File: config.mk
export PLATFORM = sky130hd
export DESIGN_NAME = axi_inter_rd_arb
export DESIGN_NICKNAME = d
export VERILOG_FILES = /design/src/rtl/axi_inter_rd_arb.sv
export SDC_FILE = /design/constraint.sdc
export NUM_CORES = 1
export LEC_CHECK = 0
export ABC_AREA = 1
export BUFFER_PORTS_ARGS = -buffer_cell sky130_fd_sc_hd__clkbuf_2
export CORE_AREA = 2 2 130 132
export DETAILED_ROUTE_END_ITERATION = 6
export DIE_AREA = 0 0 132 134
export HOLD_SLACK_MARGIN = 0.05
export SYNTH_ARGS = -nofsm -noshare
export SYNTH_HDL_FRONTEND = slang
export SYNTH_SLANG_ARGS = --single-unit
File: constraint.sdc
create_clock -name clk -period 2.9 [get_ports clk]
set_clock_uncertainty 0.15 [all_clocks]
set_input_delay 0.87 -clock clk [delete_from_list [all_inputs] [get_ports clk]]
set_output_delay 0.87 -clock clk [all_outputs]
set_load 0.01 [all_outputs]
File: src/rtl/axi_inter_rd_arb.sv
// N-master to 1-slave AXI4 read arbiter: round-robin AR grant, in-order R return routing.
// Optional AXI_RD_ARB_ORPHAN_DRAIN_EN: sink and count R beats arriving with no outstanding burst.
module axi_inter_rd_arb #(
    parameter int MST_WIDTH  = 2,
    parameter int ADDR_WIDTH = 32,
    parameter int DATA_WIDTH = 32,
    parameter int ID_WIDTH   = 4,
    parameter int OST_DEPTH  = 4
) (
    input  logic                    clk,
    input  logic                    rstn,
    input  logic [2**MST_WIDTH-1:0] m_arvalid,
    output logic [2**MST_WIDTH-1:0] m_arready,
    input  logic [ADDR_WIDTH-1:0]   m_araddr [2**MST_WIDTH],
    input  logic [ID_WIDTH-1:0]     m_arid   [2**MST_WIDTH],
    input  logic [7:0]              m_arlen  [2**MST_WIDTH],
    output logic                    s_arvalid,
    input  logic                    s_arready,
    output logic [ADDR_WIDTH-1:0]   s_araddr,
    output logic [ID_WIDTH-1:0]     s_arid,
    output logic [7:0]              s_arlen,
    input  logic                    s_rvalid,
    output logic                    s_rready,
    input  logic [DATA_WIDTH-1:0]   s_rdata,
    input  logic [ID_WIDTH-1:0]     s_rid,
    input  logic [1:0]              s_rresp,
    input  logic                    s_rlast,
    output logic [2**MST_WIDTH-1:0] m_rvalid,
    input  logic [2**MST_WIDTH-1:0] m_rready,
    output logic [DATA_WIDTH-1:0]   m_rdata,
    output logic [ID_WIDTH-1:0]     m_rid,
    output logic [1:0]              m_rresp,
    output logic                    m_rlast,
    output logic [15:0]             err_cnt
);
    localparam int N     = 2**MST_WIDTH;
    localparam int PTR_W = $clog2(OST_DEPTH);
    localparam logic [MST_WIDTH-1:0] MST_ONE  = MST_WIDTH'(1);
    localparam logic [PTR_W-1:0]     PTR_ONE  = PTR_W'(1);
    localparam logic [PTR_W:0]       CNT_ONE  = (PTR_W+1)'(1);
    localparam logic [PTR_W:0]       CNT_FULL = (PTR_W+1)'(OST_DEPTH);

    typedef enum logic {IDLE, GRANT} state_t;

    state_t                 state, state_nxt;
    logic [MST_WIDTH-1:0]   grant, grant_nxt, rr_ptr, pick, idx;
    logic                   found, push, pop, full, empty;
    logic [MST_WIDTH-1:0]   order_mem [OST_DEPTH];
    logic [PTR_W-1:0]       wr_ptr, rd_ptr;
    logic [PTR_W:0]         count;
    logic [MST_WIDTH-1:0]   head;

    assign full  = (count == CNT_FULL);
    assign empty = (count == '0);
    assign head  = order_mem[rd_ptr];

    // Circular scan starting at rr_ptr; the first requester found wins.
    always_comb begin
        pick  = rr_ptr;
        found = 1'b0;
        idx   = '0;
        for (int unsigned i = 0; i < N; i++) begin
            idx = rr_ptr + MST_WIDTH'(i);
            if (!found && m_arvalid[idx]) begin
                pick  = idx;
                found = 1'b1;
            end
        end
    end

    always_ff @(posedge clk or negedge rstn) begin
        if (!rstn) begin
            state  <= IDLE;
            grant  <= '0;
            rr_ptr <= '0;
        end else begin
            state <= state_nxt;
            grant <= grant_nxt;
            if (push)
                rr_ptr <= grant + MST_ONE;
        end
    end

    always_comb begin
        state_nxt = state;
        grant_nxt = grant;
        s_arvalid = 1'b0;
        m_arready = '0;
        push      = 1'b0;
        case (state)
            IDLE: begin
                if (found && !full) begin
                    grant_nxt = pick;
                    state_nxt = GRANT;
                end
            end
            GRANT: begin
                s_arvalid        = m_arvalid[grant];
                m_arready[grant] = s_arready;
                if (m_arvalid[grant] && s_arready) begin
                    push      = 1'b1;
                    state_nxt = IDLE;
                end
            end
            default: state_nxt = IDLE;
        endcase
    end

    assign s_araddr = m_araddr[grant];
    assign s_arid   = m_arid[grant];
    assign s_arlen  = m_arlen[grant];

    always_ff @(posedge clk) begin
        if (push)
            order_mem[wr_ptr] <= grant;
    end

    always_ff @(posedge clk or negedge rstn) begin
        if (!rstn) begin
            wr_ptr <= '0;
            rd_ptr <= '0;
            count  <= '0;
        end else begin
            if (push)
                wr_ptr <= wr_ptr + PTR_ONE;
            if (pop)
                rd_ptr <= rd_ptr + PTR_ONE;
            case ({push, pop})
                2'b10:   count <= count + CNT_ONE;
                2'b01:   count <= count - CNT_ONE;
                default: count <= count;
            endcase
        end
    end

    always_comb begin
        m_rvalid = '0;
        if (!empty) begin
            m_rvalid[head] = s_rvalid;
            s_rready       = m_rready[head];
        end else begin
`ifdef AXI_RD_ARB_ORPHAN_DRAIN_EN
            s_rready = 1'b1;
`else
            s_rready = 1'b0;
`endif
        end
    end

    assign pop     = !empty && s_rvalid && s_rready && s_rlast;
    assign m_rdata = s_rdata;
    assign m_rid   = s_rid;
    assign m_rresp = s_rresp;
    assign m_rlast = s_rlast;

`ifdef AXI_RD_ARB_ORPHAN_DRAIN_EN
    always_ff @(posedge clk or negedge rstn) begin
        if (!rstn)
            err_cnt <= '0;
        else if (empty && s_rvalid && (err_cnt != '1))
            err_cnt <= err_cnt + 16'd1;
    end
`else
    assign err_cnt = '0;
`endif

endmodule

==> results of run 1 <==
[cells in the final DEF, fill, tap and decap left out, types with 5 or more instances in the layout]
| cell | synthesis | layout |
|---|---|---|
| nand2_1 | 56 | 56 |
| buf_4 | 57 | 8 |
| o22ai_1 | 44 | 44 |
| clkbuf_2 | 0 | 243 |
| ha_1 | 9 | 9 |
| inv_1 | 37 | 37 |
| edfxtp_1 | 8 | 8 |
| o21ai_2 | 5 | 5 |
| nand3_1 | 19 | 19 |
| conb_1 | 1 | 16 |
| dfrtp_1 | 12 | 10 |
| o21ai_0 | 93 | 93 |
| nor2_1 | 104 | 104 |
| nand2_2 | 9 | 9 |
[power breakdown]
part | switching [mW] | internal [mW] | leakage, nW
sequential | 0.184 | 0.415 | 0.213
combinational | 2.04 | 1.23 | 2.06
clock | 0.0928 | 0.187 | 0.0382
[how the worst max path moves through the flow]
| stage | endpoint | startpoint |
|---|---|---|
| finish | s_arid[1] | grant[0] |
| global route | s_arid[1] | grant[0] |
| CTS | s_araddr[12] | grant[0] |
| detailed placement | count[2] | m_arvalid[3] |
| global placement | count[2] | m_arvalid[1] |
| floorplan | count[2] | m_arvalid[1] |
[flip-flops by register name (all words and copies together) (netlist names)]
| signal | count |
|---|---|
| order_mem | 8 |
| count | 3 |
| grant | 2 |
| rd_ptr | 2 |
| rr_ptr | 2 |
| wr_ptr | 2 |
| state | 1 |
[cells by family after synthesis]
group	synth area share (%)
and+or+nand+nor	26.3
AOI/OAI and AO/OA	26.7
adders and majority gates	4.17
xor gates and xnor gates	2.24
buffers and inverters	23.5
DFF	17.0
other	0.118
[worst register-to-register path, stage by stage (launching register included)]
cell and delay [ns]:
dfrtp_2 0.47, inv_2 0.15, nand2_1 0.06, nand3_1 0.09, nand2_2 0.09, nand2_1 0.10
nor2_1 0.05, nor2_1 0.11, nand4_1 0.14, inv_1 0.10, ha_1 0.13, inv_1 0.07
fa_1 0.38, a21oi_1 0.14, o21ai_0 0.11, xor2_1 0.15
[through the flow]
stage | instances | hold slack, ns | utilization [%] | setup WS [ns] | total power, mW
global route | 925 | 0.371 | 26.6 | 0.0590 | 4.61
CTS | 925 | 0.359 | 26.6 | 0.113 | 4.19
finish | 925 | 0.349 | 26.6 | 0.169 | 4.15
floorplan | 535 | 0.319 | - | 0.287 | 2.82
detailed placement | 921 | 0.350 | 26.1 | 0.162 | 3.91
global placement | 921 | 0.340 | 26.1 | 0.158 | 3.89
[area by class of cell]
type / instances / area, µm² / area share, %
Multi-Input combinational cell: 385 / 1950 / 44.9
Clock buffer: 4 / 78.8 / 1.82
Inverter: 41 / 154 / 3.55
Tap cell: 220 / 275 / 6.35
Timing Repair Buffer: 255 / 1340 / 30.9
Sequential cell: 20 / 543 / 12.5
[per-layer routing]
layer | vias up | global-route usage (%)
met5 | - | 0
met4 | 0 | 4.05
met3 | 15 | 2.65
met2 | 192 | 22.1
met1 | 1668 | 15.4
li1 | 2028 | -
==> impl_metrics.csv, run 1 <==
group,metric,value,unit
floorplanning,coreArea,16300,µm²
logic_synthesis,synth_edf_count,8,
worst_setup_path,crit_type,"reg2out",
worst_setup_path,crit_buf_inv,3,
sta,timing.fmax,366,MHz
floorplanning,start_util,19.5,%
worst_setup_path,slowest_delay,0.51,ns
worst_setup_path,arrival,1.71,ns
min_path,hold_path.class,"in2async",
sta,tns,0,ns
route,wl_met2,5.71,mm
sta,max_slew_margin,54.0,%
layout,drive_gt1_share,40.4,%
clock_tree,cts_sinks,20,
logic_synthesis,synthTopCellsByArea,"o21ai_0 15%, buf_4 13%, nor2_1 12%, dfrtp_1 9.4%, o22ai_1 8.7%",
floorplanning,die_h,134,µm
sta,setup-violations-final,0,
route,drc,0,
logic_synthesis,netlist_area,3180,µm²
place,gp_congestion,0.821,
layout,fin_nets,943,
logic_synthesis,synth_common_cells,"104 x nor2_1, 93 x o21ai_0, 57 x buf_4",
layout,final_area,4340,µm²
floorplanning,die_x,132,µm
layout,fillCellCount,1834,
sta,hold_viol_final,0,
place,dp_hpwl,9.94,mm
place,placed_cell_area,4250,µm²
clock_tree,cts_hold_buf,0,
logic_synthesis,yosys.area.top_type_share,14.6,%
worst_setup_path,crit-reg2reg-launch,"rd_ptr[0]",
worst_setup_path,worstSetupEndpointType,"output pin",
clock_tree,clkSlewWorstSetupHoldPaths,0.05,ns
global_route,grt_pass1_wl,18.4,mm
power,powerDensity,956,nW/µm²
clock_tree,cts_tree,"built",
worst_setup_path,crit_required,1.88,ns
layout,area_growth,36.5,%
clock_tree,cts_buffers,3,
logic_synthesis,ys_warn_count,0,
logic_synthesis,yosysTopAreaCell,"o21ai_0",
clock_tree,cts-root-buf,"clkbuf_16",
sta,maxSlewViolCount,0,
logic_synthesis,ys_seq_elements,20,
route,totalWireLength,11.9,mm
route,wl_met3,906,µm
logic_synthesis,syn_inst,520,
sta,rsz0062_at_grt,"false",
logic_synthesis,syn_avg_cell_area,6.11,µm²
global_route,overflow,0,
global_route,grt_max_degree,61,
worst_setup_path,regToRegSetupSlack,0.30,ns
route,ant_nets,0,
sta,tightest_slew,0.690,ns
clock_tree,ctsResizeCount,0,
clock_tree,h-tree-depth,1,
route,via_per_inst,4.22,
worst_setup_path,critPathTopFamily,"buffers and inverters",
clock_tree,clock_path_buffers,2,
sta,fin_crit,2.73,ns
sta,layout_worst_path_cycle_share,94.2,%
power,p_leak,2.31,nW
layout,antenna_cells,0,
worst_setup_path,cp.depth,5,
floorplanning,rows,47,
logic_synthesis,synth.yosys.seq_area_share,17.0,%
worst_setup_path,rr_endpoint,"count[2]",
clock_tree,post_cts_buffers,0,
route,firstDrtPassIters,4,
logic_synthesis,yosysMostFrequentCell,"nor2_1",
global_route,grt_pass1_vias,3691,
route,dr.max_layer_used,"met4",
route,wl_per_cell,12.8,µm
floorplanning,fp.dieArea,17700,µm²
route,drt_iter0_drc,134,
run,cap_violations,0,
worst_setup_path,path_cells,"inv_2 > buf_4 > o21ai_0 > o22ai_1 > clkbuf_2",
power,vdd_drop_max,0.354,mV
logic_synthesis,ys.flop_type,"dfrtp_1",
clock_tree,clk_latency,0.25,ns
status,status,"finished, final reports clean",
route,vias,3903,
worst_setup_path,path_max_fanout,30,
worst_setup_path,reg2regPathDepth,15,
place,io_buffers,243,
worst_setup_path,startpoint_type,"register",
worst_setup_path,slowest_stage,"dfrtp_2",
logic_synthesis,synthArstFlopShare,60.0,%
global_route,grtUsageTotal,12.6,%
floorplanning,io_pins,336,
route,met1_length,5.00,mm
global_route,antenna_found_initial,0,
logic_synthesis,yosys.cell_types.count,34,
Power figures use the tool's default switching activity.
==> inputs of run 2 (changes only) <==
- ABC_AREA: 1 -> 0
- CTS_BUF_LIST: default -> sky130_fd_sc_hd__clkbuf_16
==> run 2 against run 1 <==
  * Worst hold slack better by 0.0018 ns
  * Final area shrank 8.7%
  * Global-route usage down 2.2 points
  * Die area did not move
  * Largest cell class unchanged
  * Highest routed layer unchanged
==> impl_metrics.csv, run 2 <==
group,metric,value,unit
route,firstDrtPassIters,4,
logic_synthesis,syn_inst,212,
worst_setup_path,slowest_delay,0.58,ns
layout,layout_common_cells,"242 x clkbuf_2, 47 x mux4_2, 16 x conb_1",
worst_setup_path,crit_type,"reg2out",
worst_setup_path,path_cells,"mux4_2 > mux2i_1 > mux2i_1 > nor2b_1 > buf_2",
sta,tightest_slew,0.605,ns
route,dr.max_layer_used,"met4",
layout,area_growth,52.1,%
route,vias,2558,
sta,tns,0,ns
run,cap_violations,0,
global_route,grtUsageTotal,10.4,%
worst_setup_path,crit_required,1.88,ns
logic_synthesis,yosys.area.top_type_share,39.8,%
route,wl_per_cell,15.2,µm
logic_synthesis,synth_common_cells,"55 x buf_4, 46 x mux4_2, 12 x dfrtp_1",
worst_setup_path,worstSetupEndpointType,"output pin",
floorplanning,start_util,16.0,%
logic_synthesis,syn_avg_cell_area,12.3,µm²
global_route,grt_pass1_vias,2581,
place,dp_hpwl,8.73,mm
layout,regArea,546,µm²
logic_synthesis,synthArstFlopShare,60.0,%
sta,rsz0062_at_grt,"true",
floorplanning,fp.dieArea,17700,µm²
clock_tree,h-tree-depth,1,
layout,layout.cells.non_filler,643,
layout,antenna_cells,0,
floorplanning,die_h,134,µm
logic_synthesis,ys.flop_type,"dfrtp_1",
place,placed_cells,634,
layout,multi_input_area,1650,µm²
clock_tree,clk_latency,0.25,ns
sta,timing.fmax,353,MHz
floorplanning,rows,47,
worst_setup_path,arrival,1.81,ns
power,vdd_drop_max,0.288,mV
route,wl_met3,804,µm
logic_synthesis,synth.yosys.seq_area_share,20.8,%
worst_setup_path,critPathTopFamily,"multiplexers",
layout,drive_gt1_share,74.9,%
logic_synthesis,yosys.cell_types.count,37,
route,drc,0,
worst_setup_path,cp_common_cell,"mux2i_1",
clock_tree,clock_path_buffers,2,
logic_synthesis,netlist_area,2600,µm²
power,seqPwrFrac,16.3,%
layout,top_regs,"order_mem x8, count x3",
worst_setup_path,regToRegSetupSlack,0.15,ns
logic_synthesis,yosysTopAreaCell,"mux4_2",
layout,largest_reg_flops,8,
place,gp_congestion,0.836,
status,status,"finished, final reports clean",
worst_setup_path,crit_start,"rd_ptr[0]",
floorplanning,io_pins,336,
route,ant_nets,0,
power,switching_share,41.7,%
sta,holdWs,0.351,ns
clock_tree,cts_buffers,3,
logic_synthesis,ys_seq_elements,20,
route,met1_length,3.97,mm
route,wl_met2,4.93,mm
layout,largest_register,"order_mem",
floorplanning,die_x,132,µm
power,power_switching,1.39,mW
power,internal_power,1.94,mW
route,via_per_inst,3.98,
route,drt_iter0_drc,79,
sta,fin_crit,2.83,ns
clock_tree,clkSlewWorstSetupHoldPaths,0.05,ns
power,p_comb_share,72.6,%
logic_synthesis,ys_warn_count,0,
sta,max_slew_margin,59.4,%
place,io_buffers,243,
sta,layout_worst_path_cycle_share,97.7,%
global_route,antenna_found_initial,0,
power,total_power,3.33,mW
worst_setup_path,startpoint_type,"register",
power,p_leak,1.99,nW
clock_tree,cts_tree,"built",
global_route,grt_max_degree,50,
logic_synthesis,synthTopCellsByArea,"mux4_2 40%, buf_4 16%, dfrtp_1 12%, edfxtp_1 9.2%, ha_1 4.3%",
worst_setup_path,path_max_fanout,4,
logic_synthesis,synth_edf_count,8,
layout,fillCellCount,1782,
worst_setup_path,crit-reg2reg-launch,"rd_ptr[0]",
min_path,hold_path.class,"in2async",
sta,maxSlewViolCount,0,
global_route,overflow,0,
sta,hold_viol_final,0,
layout,fin_nets,661,
global_route,grt_pass1_wl,14.5,mm
logic_synthesis,yosysMostFrequentCell,"buf_4",
layout,layout_commonest_cell,"clkbuf_2",
floorplanning,coreArea,16300,µm²
clock_tree,cts-root-buf,"clkbuf_16",
worst_setup_path,slowest_stage,"mux4_2",
worst_setup_path,crit_buf_inv,1,
sta,setup-violations-final,0,
power,powerDensity,840,nW/µm²
clock_tree,cts_sinks,20,
power,power.clock.fraction,11.1,%
route,totalWireLength,9.76,mm
run 2: logic make-up after synthesis:
logic type,Yosys count,synth area share [%]
fa+ha+maj,10,5.09
other cells,1,0.144
buf+inv,74,18.8
flops,20,20.8
compound gates,12,2.98
mux,51,42.3
simple gates,38,7.83
xor+xnor,6,2.02
run 2: worst paths after layout:
check	to	cells after the start
hold reg to reg	count[2]	1
setup reg to reg	count[2]	11
min in group clk	count[2]	1
setup / recovery	s_rready	5
max in group asynchronous	grant[0]	1
hold / removal	state	1
run 2: what timing repair did:
action,in CTS,in global routing
resized for setup,0,4
buffers inserted,3,2
hold buffers,0,0
setup endpoints to repair,1,9
pin swaps,0,2
hold endpoints to repair,0,0
run 2: through the flow:
stage / util [%] / setup WS (ns) / cell area [µm²]
after floorplan: - / 0.0108 / 2690
after CTS: 24.2 / 0.0465 / 3940
final: 24.3 / 0.0672 / 3960
after global routing: 24.3 / -0.0344 / 3960
after detailed placement: 23.4 / -0.0372 / 3820
after global placement: 23.4 / -0.00751 / 3820
run 2: cell type report:
type	instances	share of cell area [%]
inverters	8	0.821
clock inverters	1	0.758
clock buffers	3	1.90
repair buffers	258	34.3
multi-input cells	133	41.5
well taps	220	6.95
flip-flops and latches	20	13.8
run 2: power groups by stage:
stage,registers [mW],logic [mW],clock network [mW]
final,0.541,2.42,0.370
after global routing,0.558,2.64,0.388
after CTS,0.539,2.44,0.375
after floorplan,0.505,1.59,0
after detailed placement,0.545,2.39,0
after global placement,0.543,2.37,0
run 2: per-layer routing:
layer / GRT usage [%] / vias to the layer above
li1: - / 1162
met5: 0 / -
met1: 13.5 / 1233
met4: 1.39 / 0
met3: 2.65 / 7
met2: 17.9 / 156
==> inputs of run 3 (changes only) <==
--- a/constraint.sdc
+++ b/constraint.sdc
@@ -4,2 +4,2 @@
 set_output_delay 0.87 -clock clk [all_outputs]
-set_load 0.01 [all_outputs]
+set_load 0.1 [all_outputs]
==> run 3 against run 2 <==
  * The run now ends with negative setup slack left
  * Count of clock-buffer cells in the layout is the same
  * Power grew 130%
  * Flip-flop and latch count is the same
  * Clock power grew 2%
  * Critical endpoint unchanged
  * Maximum frequency shrank 3.8%
  * Critical path depth is the same
  * Worst setup slack lost 0.11 ns
  * Largest cell class is now non-clock buffers
  * Final cell count grew 0.62%
==> impl_metrics.csv, run 3 (same netlist as run 2, synthesis figures left out) <==
group,metric,value,unit
layout,layout_common_cells,"189 x clkbuf_2, 56 x buf_12, 47 x mux4_2",
place,pre_cts_slack,-0.0135,ns
floorplanning,fp.dieArea,17700,µm²
layout,fin_nets,665,
worst_setup_path,slowest_stage,"mux4_2",
floorplanning,io_pins,336,
layout,layout_commonest_cell,"clkbuf_2",
route,vias,2554,
layout,regArea,547,µm²
min_path,whs_path_depth,1,
power,internal_power,3.23,mW
worst_setup_path,crit_required,1.88,ns
clock_tree,clk_latency,0.25,ns
clock_tree,clkSlewWorstSetupHoldPaths,0.06,ns
route,totalWireLength,10.5,mm
clock_tree,cts_sinks,20,
status,status,"finished with violations",
route,firstDrtPassIters,5,
floorplanning,die_x,132,µm
clock_tree,cts-root-buf,"clkbuf_16",
route,via_per_inst,3.95,
sta,maxSlewViolCount,0,
power,switching_share,57.8,%
place,placed_cells,639,
worst_setup_path,slowest_delay,0.56,ns
layout,multi_input_area,1670,µm²
power,seqPwrFrac,7.1,%
sta,max_slew_margin,55.4,%
floorplanning,coreArea,16300,µm²
sta,layout_worst_path_cycle_share,101,%
place,io_buffers,243,
power,powerDensity,1590,nW/µm²
sta,timing.fmax,340,MHz
route,drc,0,
sta,holdWs,0.344,ns
clock_tree,clock_path_buffers,2,
place,gp_congestion,0.777,
power,total_power,7.66,mW
route,wl_per_cell,16.2,µm
worst_setup_path,startpoint_type,"register",
power,power.clock.fraction,4.9,%
global_route,grtUsageTotal,11.1,%
route,drt_iter0_drc,83,
clock_tree,h-tree-depth,1,
power,p_leak,2.28,nW
global_route,overflow,0,
power,vdd_drop_max,0.707,mV
worst_setup_path,cp_common_cell,"mux2i_1",
status,violations,"negative setup slack",
place,dp_hpwl,9.38,mm
layout,area_growth,85.5,%
worst_setup_path,reg2regPathDepth,11,
layout,antenna_cells,0,
floorplanning,start_util,16.0,%
global_route,grt_pass1_vias,2604,
sta,fin_ws,-0.0434,ns
run,cap_violations,0,
sta,setup-violations-final,1,
sta,hold_viol_final,0,
worst_setup_path,worstSetupEndpointType,"output pin",
layout,top_regs,"order_mem x8, count x3",
sta,tightest_slew,0.665,ns
power,p_comb_share,87.9,%
worst_setup_path,path_max_fanout,4,
clock_tree,cts_buffers,3,
worst_setup_path,arrival,1.92,ns
floorplanning,rows,47,
layout,largest_register,"order_mem",
power,power_switching,4.43,mW
floorplanning,die_h,134,µm
global_route,grt_pass1_wl,15.1,mm
global_route,antenna_found_initial,0,
clock_tree,cts_tree,"built",
route,ant_nets,0,
global_route,grt_max_degree,53,
worst_setup_path,crit_type,"reg2out",
layout,fillCellCount,1698,
layout,largest_reg_flops,8,
worst_setup_path,path_cells,"mux4_2 > mux2i_1 > mux2i_1 > nor2b_4 > buf_12",
sta,rsz0062_at_grt,"true",
sta,fin_crit,2.94,ns
layout,layout.cells.non_filler,647,
min_path,hold_path.class,"reg2reg",
layout,drive_gt1_share,77.0,%
==> run 3: routing by layer <==
metal	vias to the layer above	part of all wire, %	track usage (%)	routed length [µm]
met4	0	0.62	1.51	65
met1	1199	39	13.8	4130
met2	179	51	19.3	5340
met5	-	0	0	0
met3	9	8.9	3.48	932
li1	1167	-	-	-
==> run 3: power groups by stage <==
stage	Combinational [mW]	Sequential (mW)	Clock, mW
2_1_floorplan	4.65	0.506	0
3_3_place_gp	6.69	0.567	0
3_5_place_dp	6.73	0.570	0
4_1_cts	6.81	0.548	0.384
5_1_grt	6.97	0.565	0.397
6_report	6.74	0.547	0.377
==> run 3: worst paths after layout <==
check | endpoint | start | slack, ns
setup / recovery | s_rready | rd_ptr[0] | -0.04
hold / removal | count[0] | count[0] | 0.34
setup reg to reg | count[2] | rd_ptr[0] | 0.13
hold reg to reg | count[0] | count[0] | 0.34
max in group asynchronous | grant[0] | rstn | 1.96
min in group asynchronous | state | rstn | 0.36
==> run 3: what timing repair did <==
item / 4_1_cts / 5_1_grt
buffers inserted: 4 / 0
endpoints found under the hold margin: 0 / 0
pin swaps: 0 / 2
setup endpoints to repair: 11 / 4
gates resized for setup: 1 / 3
hold buffers: 0 / 0
==> run 3: final cells by class <==
cell class	count	share of cell area (%)
clock buffer	3	1.55
clock inverter	1	0.622
inverter	8	0.674
multi-input combinational	133	34.6
sequential	20	11.3
tap	220	5.70
timing repair buffer	262	45.5
==> run 3: per-stage QoR <==
stage / instance area (µm²) / TNS (ns) / utilization [%]
after global placement: 4690 / -0.00609 / 28.8
after detailed placement: 4690 / -0.0135 / 28.8
after global routing: 4830 / -0.200 / 29.6
final: 4830 / -0.0434 / 29.6
after floorplan: 2710 / -0.145 / -
after CTS: 4820 / -0.0258 / 29.6
==> run 3: worst max-delay path, delay by kind of cell (launching register included) <==
kind | cells | cell delay, ns
muxes | 3 | 0.88
DFF | 1 | 0.40
and+or+nand+nor | 1 | 0.20
buffers and inverters | 1 | 0.18
